## src/rtl/ntt_pkg.sv

```systemverilog
// Shared types and modular-arithmetic helpers for the NTT datapath.
// All helpers work at W+1 bits internally so carries and borrows are never lost.
`ifndef DATA_SIZE_ARB
`define DATA_SIZE_ARB 16
`endif

package ntt_pkg;

  localparam int W = `DATA_SIZE_ARB;

  typedef logic [W-1:0] coeff_t;

  function automatic coeff_t mod_add(coeff_t a, coeff_t b, coeff_t q);
    logic [W:0] s;
    s = {1'b0, a} + {1'b0, b};
    if (s >= {1'b0, q}) begin
      s = s - {1'b0, q};
    end
    return s[W-1:0];
  endfunction

  // A borrow shows up in the extra top bit; adding q back wraps into range.
  function automatic coeff_t mod_sub(coeff_t a, coeff_t b, coeff_t q);
    logic [W:0] d;
    d = {1'b0, a} - {1'b0, b};
    if (d[W]) begin
      d = d + {1'b0, q};
    end
    return d[W-1:0];
  endfunction

  // Division by two mod an odd q: odd values become even by adding q first.
  function automatic coeff_t mod_half(coeff_t x, coeff_t q);
    logic [W:0] s;
    s = {1'b0, x} + {1'b0, q};
    if (x[0]) begin
      return s[W:1];
    end
    return {1'b0, x[W-1:1]};
  endfunction

endpackage

```

## src/rtl/mod_mult.sv

```systemverilog
// Pipelined modular multiplier: p = (a * b) mod q, LAT cycles after a/b/q are presented.
// Datapath only; the caller tracks validity with its own pipeline.
module mod_mult #(
  parameter int W   = 16,
  parameter int LAT = 7
) (
  input  logic         clk,
  input  logic [W-1:0] a,
  input  logic [W-1:0] b,
  input  logic [W-1:0] q,
  output logic [W-1:0] p
);

  logic [2*W-1:0] prod_full;
  logic [2*W-1:0] prod_mod;
  logic [W-1:0]   stage_reg [LAT];

  assign prod_full = {{W{1'b0}}, a} * {{W{1'b0}}, b};
  assign prod_mod  = prod_full % {{W{1'b0}}, q};

  always_ff @(posedge clk) begin
    stage_reg[0] <= prod_mod[W-1:0];
  end

  genvar gi;
  generate
    for (gi = 1; gi < LAT; gi++) begin : g_stage
      always_ff @(posedge clk) begin
        stage_reg[gi] <= stage_reg[gi-1];
      end
    end
  endgenerate

  assign p = stage_reg[LAT-1];

endmodule

```

## src/rtl/shift_reg.sv

```systemverilog
// Fixed-depth delay line without reset; contents are qualified by a separate valid pipeline.
module shift_reg #(
  parameter int WIDTH = 16,
  parameter int DEPTH = 7
) (
  input  logic             clk,
  input  logic [WIDTH-1:0] din,
  output logic [WIDTH-1:0] dout
);

  logic [WIDTH-1:0] tap_reg [DEPTH];

  always_ff @(posedge clk) begin
    tap_reg[0] <= din;
  end

  genvar gi;
  generate
    for (gi = 1; gi < DEPTH; gi++) begin : g_tap
      always_ff @(posedge clk) begin
        tap_reg[gi] <= tap_reg[gi-1];
      end
    end
  endgenerate

  assign dout = tap_reg[DEPTH-1];

endmodule

```

## src/rtl/pe_intt_gs.sv

```systemverilog
// Streaming inverse-NTT processing element: Gentleman-Sande butterfly with the 1/2 folded in.
// Pairs (a, b) arrive serially; a' = (a+b)/2 and b' = ((a-b)*w_inv)/2 leave on consecutive cycles.
module pe_intt_gs
  import ntt_pkg::*;
#(
  parameter int MULT_LAT = 7
) (
  input  logic         clk,
  input  logic         reset,
  input  logic         start,
  input  logic [W-1:0] q,
  input  logic [W-1:0] data_i,
  input  logic [W-1:0] twiddle_i,
  output logic [W-1:0] intt_o,
  output logic         valid_o
);

  logic           phase_reg;
  coeff_t         a_reg;
  coeff_t         tw_reg;
  coeff_t         sum_reg;
  coeff_t         diff_reg;
  logic           pv1_reg;
  coeff_t         hold_reg;
  logic           hold_vld_reg;
  logic [MULT_LAT:0] vld_chain;
  coeff_t         sum_dly;
  coeff_t         prod;

  // Input capture and butterfly add/subtract stage.
  always_ff @(posedge clk or posedge reset) begin
    if (reset) begin
      phase_reg <= 1'b0;
      a_reg     <= '0;
      tw_reg    <= '0;
      sum_reg   <= '0;
      diff_reg  <= '0;
      pv1_reg   <= 1'b0;
    end else begin
      pv1_reg <= 1'b0;
      if (start) begin
        phase_reg <= ~phase_reg;
        if (!phase_reg) begin
          a_reg <= data_i;
        end else begin
          tw_reg   <= twiddle_i;
          sum_reg  <= mod_add(a_reg, data_i, q);
          diff_reg <= mod_sub(a_reg, data_i, q);
          pv1_reg  <= 1'b1;
        end
      end
    end
  end

  mod_mult #(
    .W   (W),
    .LAT (MULT_LAT)
  ) u_mod_mult (
    .clk (clk),
    .a   (diff_reg),
    .b   (tw_reg),
    .q   (q),
    .p   (prod)
  );

  shift_reg #(
    .WIDTH (W),
    .DEPTH (MULT_LAT)
  ) u_sum_dly (
    .clk  (clk),
    .din  (sum_reg),
    .dout (sum_dly)
  );

  // Valid bits track the multiplier/delay-line depth and are the only reset-protected state there.
  assign vld_chain[0] = pv1_reg;

  genvar gi;
  generate
    for (gi = 1; gi <= MULT_LAT; gi++) begin : g_vld
      always_ff @(posedge clk or posedge reset) begin
        if (reset) begin
          vld_chain[gi] <= 1'b0;
        end else begin
          vld_chain[gi] <= vld_chain[gi-1];
        end
      end
    end
  endgenerate

  // Output serialiser: a' goes out directly, b' waits one cycle in hold_reg.
  always_ff @(posedge clk or posedge reset) begin
    if (reset) begin
      intt_o       <= '0;
      valid_o      <= 1'b0;
      hold_reg     <= '0;
      hold_vld_reg <= 1'b0;
    end else begin
      if (vld_chain[MULT_LAT]) begin
        intt_o       <= mod_half(sum_dly, q);
        hold_reg     <= mod_half(prod, q);
        hold_vld_reg <= 1'b1;
        valid_o      <= 1'b1;
      end else if (hold_vld_reg) begin
        intt_o       <= hold_reg;
        hold_vld_reg <= 1'b0;
        valid_o      <= 1'b1;
      end else begin
        valid_o      <= 1'b0;
      end
    end
  end

endmodule
```

## config.mk

```make
export PLATFORM = sky130hd
export DESIGN_NAME = pe_intt_gs
export DESIGN_NICKNAME = d
export VERILOG_FILES = /design/src/rtl/ntt_pkg.sv /design/src/rtl/mod_mult.sv /design/src/rtl/shift_reg.sv /design/src/rtl/pe_intt_gs.sv
export SDC_FILE = /design/constraint.sdc
export NUM_CORES = 2
export LEC_CHECK = 0
export BUFFER_PORTS_ARGS = -buffer_cell sky130_fd_sc_hd__buf_2
export CAP_MARGIN = 40
export CELL_PAD_IN_SITES_DETAIL_PLACEMENT = 0
export CELL_PAD_IN_SITES_GLOBAL_PLACEMENT = 2
export CORE_ASPECT_RATIO = 0.6
export CORE_MARGIN = 3
export CORE_UTILIZATION = 40
export CTS_CLUSTER_SIZE = 8
export DETAILED_ROUTE_END_ITERATION = 7
export PLACE_DENSITY = 0.89
export SYNTH_ARGS = -nofsm -noshare
export SYNTH_HDL_FRONTEND = slang
export SYNTH_SLANG_ARGS = --single-unit
```

## constraint.sdc

```tcl
create_clock -name clk -period 127.3 [get_ports clk]
set_input_delay 19.095 -clock clk [delete_from_list [all_inputs] [get_ports clk]]
set_output_delay 19.095 -clock clk [all_outputs]
set_load 0.01 [all_outputs]
```

==> out/qor.yml <==
clock_network:
  cts.sinks: 331
  htreeDepth: 2
  clock_path_buffers: 3
  post-cts-setup-buffer-count: 0
  path_clk_slew_ns: 0.05
  cts_tree: "done"
  cts_root_buffer: "clkbuf_16"
  cts_hold_buf: 0
  cts_resized: 0
  cts_buffers: 47
  insertion_delay_ns: 0.57
floorplan:
  chipWidth_um: 434.0
  row_count: 93
  dieArea_sq_um: 114000
  dieHeight_um: 262.8
  core_sq_um: 108100
  ioPinCount: 68
  initial_utilization_pct: 40.66
timing:
  max_slew_margin_pct: 33.66
  clock_skew_ns: 0.04120
  hold_viol: 0
  fin_crit_ns: 119.78
  period_share_pct: 94.09
  max_freq_mhz: 8.349
  tns_ns: 0
  setup_viol: 0
  hold-worst-slack_ns: 0.3096
  slew_viol_final: 0
  worst_slew_pin_slew_ns: 0.9847
cells_and_area:
  fin_util_pct: 43.96
  fillCellCount: 10635
  layout-drive-gt1-share_pct: 8.904
  nets: 6221
  area_growth_pct: 8.112
worst_setup_path:
  worstPathRequired_ns: 127.76
  startpoint_type: "input port"
  crit_fanout: 38
  critical-path-top-delay-family: "compound AO/OA/AOI/OAI gates"
  cpMaxStageDelayCell: "or3_2"
  reg2reg_depth: 463
  crit_type: "in -> reg"
  cp.arrival_ns: 120.23
  crit_buf_inv: 23
  r2r-start: "diff_reg[4]$_DFFE_PP0P_"
  worstReg2RegEnd: "u_mod_mult.stage_reg[0][3]$_DFF_P_"
  slowest_delay_ns: 0.73
  r2r_slack_ns: 20.36
  cp_common_cell: "o21a_1"
  cp-end-kind: "register"
synth:
  synth_edf_count: 0
  synth_area_leaders: "ha_1 (17%), dfxtp_1 (10%), fa_1 (9.2%)"
  synth_cell_type_count: 131
  synth_area_leader_cell: "ha_1"
  synth_most_common_cell: "ha_1"
  ys_ff_latch: 331
  synth_largest_type_area_fraction_pct: 16.82
  synth_common_cells: "ha_1 (591), nand2_1 (528), inv_1 (394)"
  synth_seq_area_share_pct: 16.29
  synth_area_sq_um: 43960
  syn-num-nets: 6187
  async_flop_share_pct: 32.33
  ys.warnings.count: 0
  ys.flop_type: "dfxtp_1"
  avgSynthCellArea_sq_um: 8.226
  syn-instance-count: 5344
routing:
  wl_met1_um: 76570
  post_drt_via_cell_ratio: 5.824
  drtIter0Drc: 3684
  drc: 0
  drt_wl_total_um: 144100
  wl_met2_um: 50720
  drt_first_pass_iters: 6
  dr_wl_met3_um: 15600
  highest_layer: "met5"
  wire_per_inst_um: 21.10
  ant_nets: 0
  num_vias: 39781
hold_path:
  worstHoldPathCells: 0
  hold-path-endpoint: "u_sum_dly.tap_reg[3][5]$_DFF_P_"
  worstHoldStart: "u_sum_dly.tap_reg[2][5]$_DFF_P_"
  hold_path_class: "reg -> reg"
global_routing:
  overflow: 0
  antenna_found_initial: 4
  grt.total_usage_pct: 24.51
  grt_pass1_wl_um: 220400
  grt_pass1_vias: 36583
  grt_max_degree: 67
status:
  status: "completed"
placement:
  hpwl_um: 116000
  globalplace.congestion: 0.9880
  port_buffers: 67
job:
  max_cap_viol_count: 0
-- cells in the final DEF, fill, tap and decap left out, drive strengths merged, types with 69 or more instances in the layout --
cell    synthesis  layout
o21ai         219     219
mux2i          88      88
buf            35     138
a21o          111     111
nor3          232     232
inv           395     394
o21a          203     203
xor2          122     122
ha            591     591
dfrtp         107     107
dfxtp         224     224
clkbuf        119      69
a21oi         353     353
fa            201     201
and2          156     156
o31ai         105     105
nand3          71      71
nand2         529     529
nor2          383     383
xnor2         166     166
mux2          138     138
-- cell type report --
cell class,count,area [sq um],share of cell area [%]
multi-input cells,4463,34820,73.26
flip-flops and latches,331,7163,15.07
well taps,1425,1783,3.752
inverters,396,1489,3.133
clock buffers,69,1269,2.670
repair buffers,139,899.6,1.893
clock inverters,4,95.09,0.2001
diodes,3,7.507,0.01580
-- routing by layer --
layer | track usage [%] | up-vias
met5 | 0 | -
met4 | 2.382 | 2
met3 | 7.057 | 86
met2 | 30.11 | 1546
met1 | 41.28 | 18929
li1 | - | 19218
-- worst max-delay path by stage --
stage / cells past startpoint / slack, ns / from / to
floorplan: 465 / 14.77 / q[0] / u_mod_mult.stage_reg[0][10]$_DFF_P_
global placement: 443 / 8.09 / q[15] / u_mod_mult.stage_reg[0][2]$_DFF_P_
detailed placement: 445 / 5.93 / q[15] / u_mod_mult.stage_reg[0][5]$_DFF_P_
CTS: 445 / 6.23 / q[15] / u_mod_mult.stage_reg[0][3]$_DFF_P_
global route: 453 / -0.09 / q[15] / u_mod_mult.stage_reg[0][4]$_DFF_P_
finish: 447 / 7.52 / q[15] / u_mod_mult.stage_reg[0][3]$_DFF_P_
-- through the flow --
stage,instances,cell area [sq um],setup slack [ns]
final,6830,47520,7.523
after floorplan,5344,43960,14.77
after detailed placement,6753,46020,5.931
after CTS,6826,47390,6.235
after global placement,6742,45910,8.094
after global routing,6827,47520,-0.08774
-- kinds of logic after synthesis --
logic type / Yosys count / share of synthesized area [%]
mux: 226 / 5.641
simple gates: 1731 / 19.40
xor+xnor: 288 / 5.755
buf+inv: 550 / 4.824
compound gates: 1425 / 22.09
flops: 331 / 16.29
fa+ha+maj: 793 / 26.00
Power is left out: the tool's default activity adds up to more than one toggle a clock period on the data nets, which glitch-free logic cannot reach.
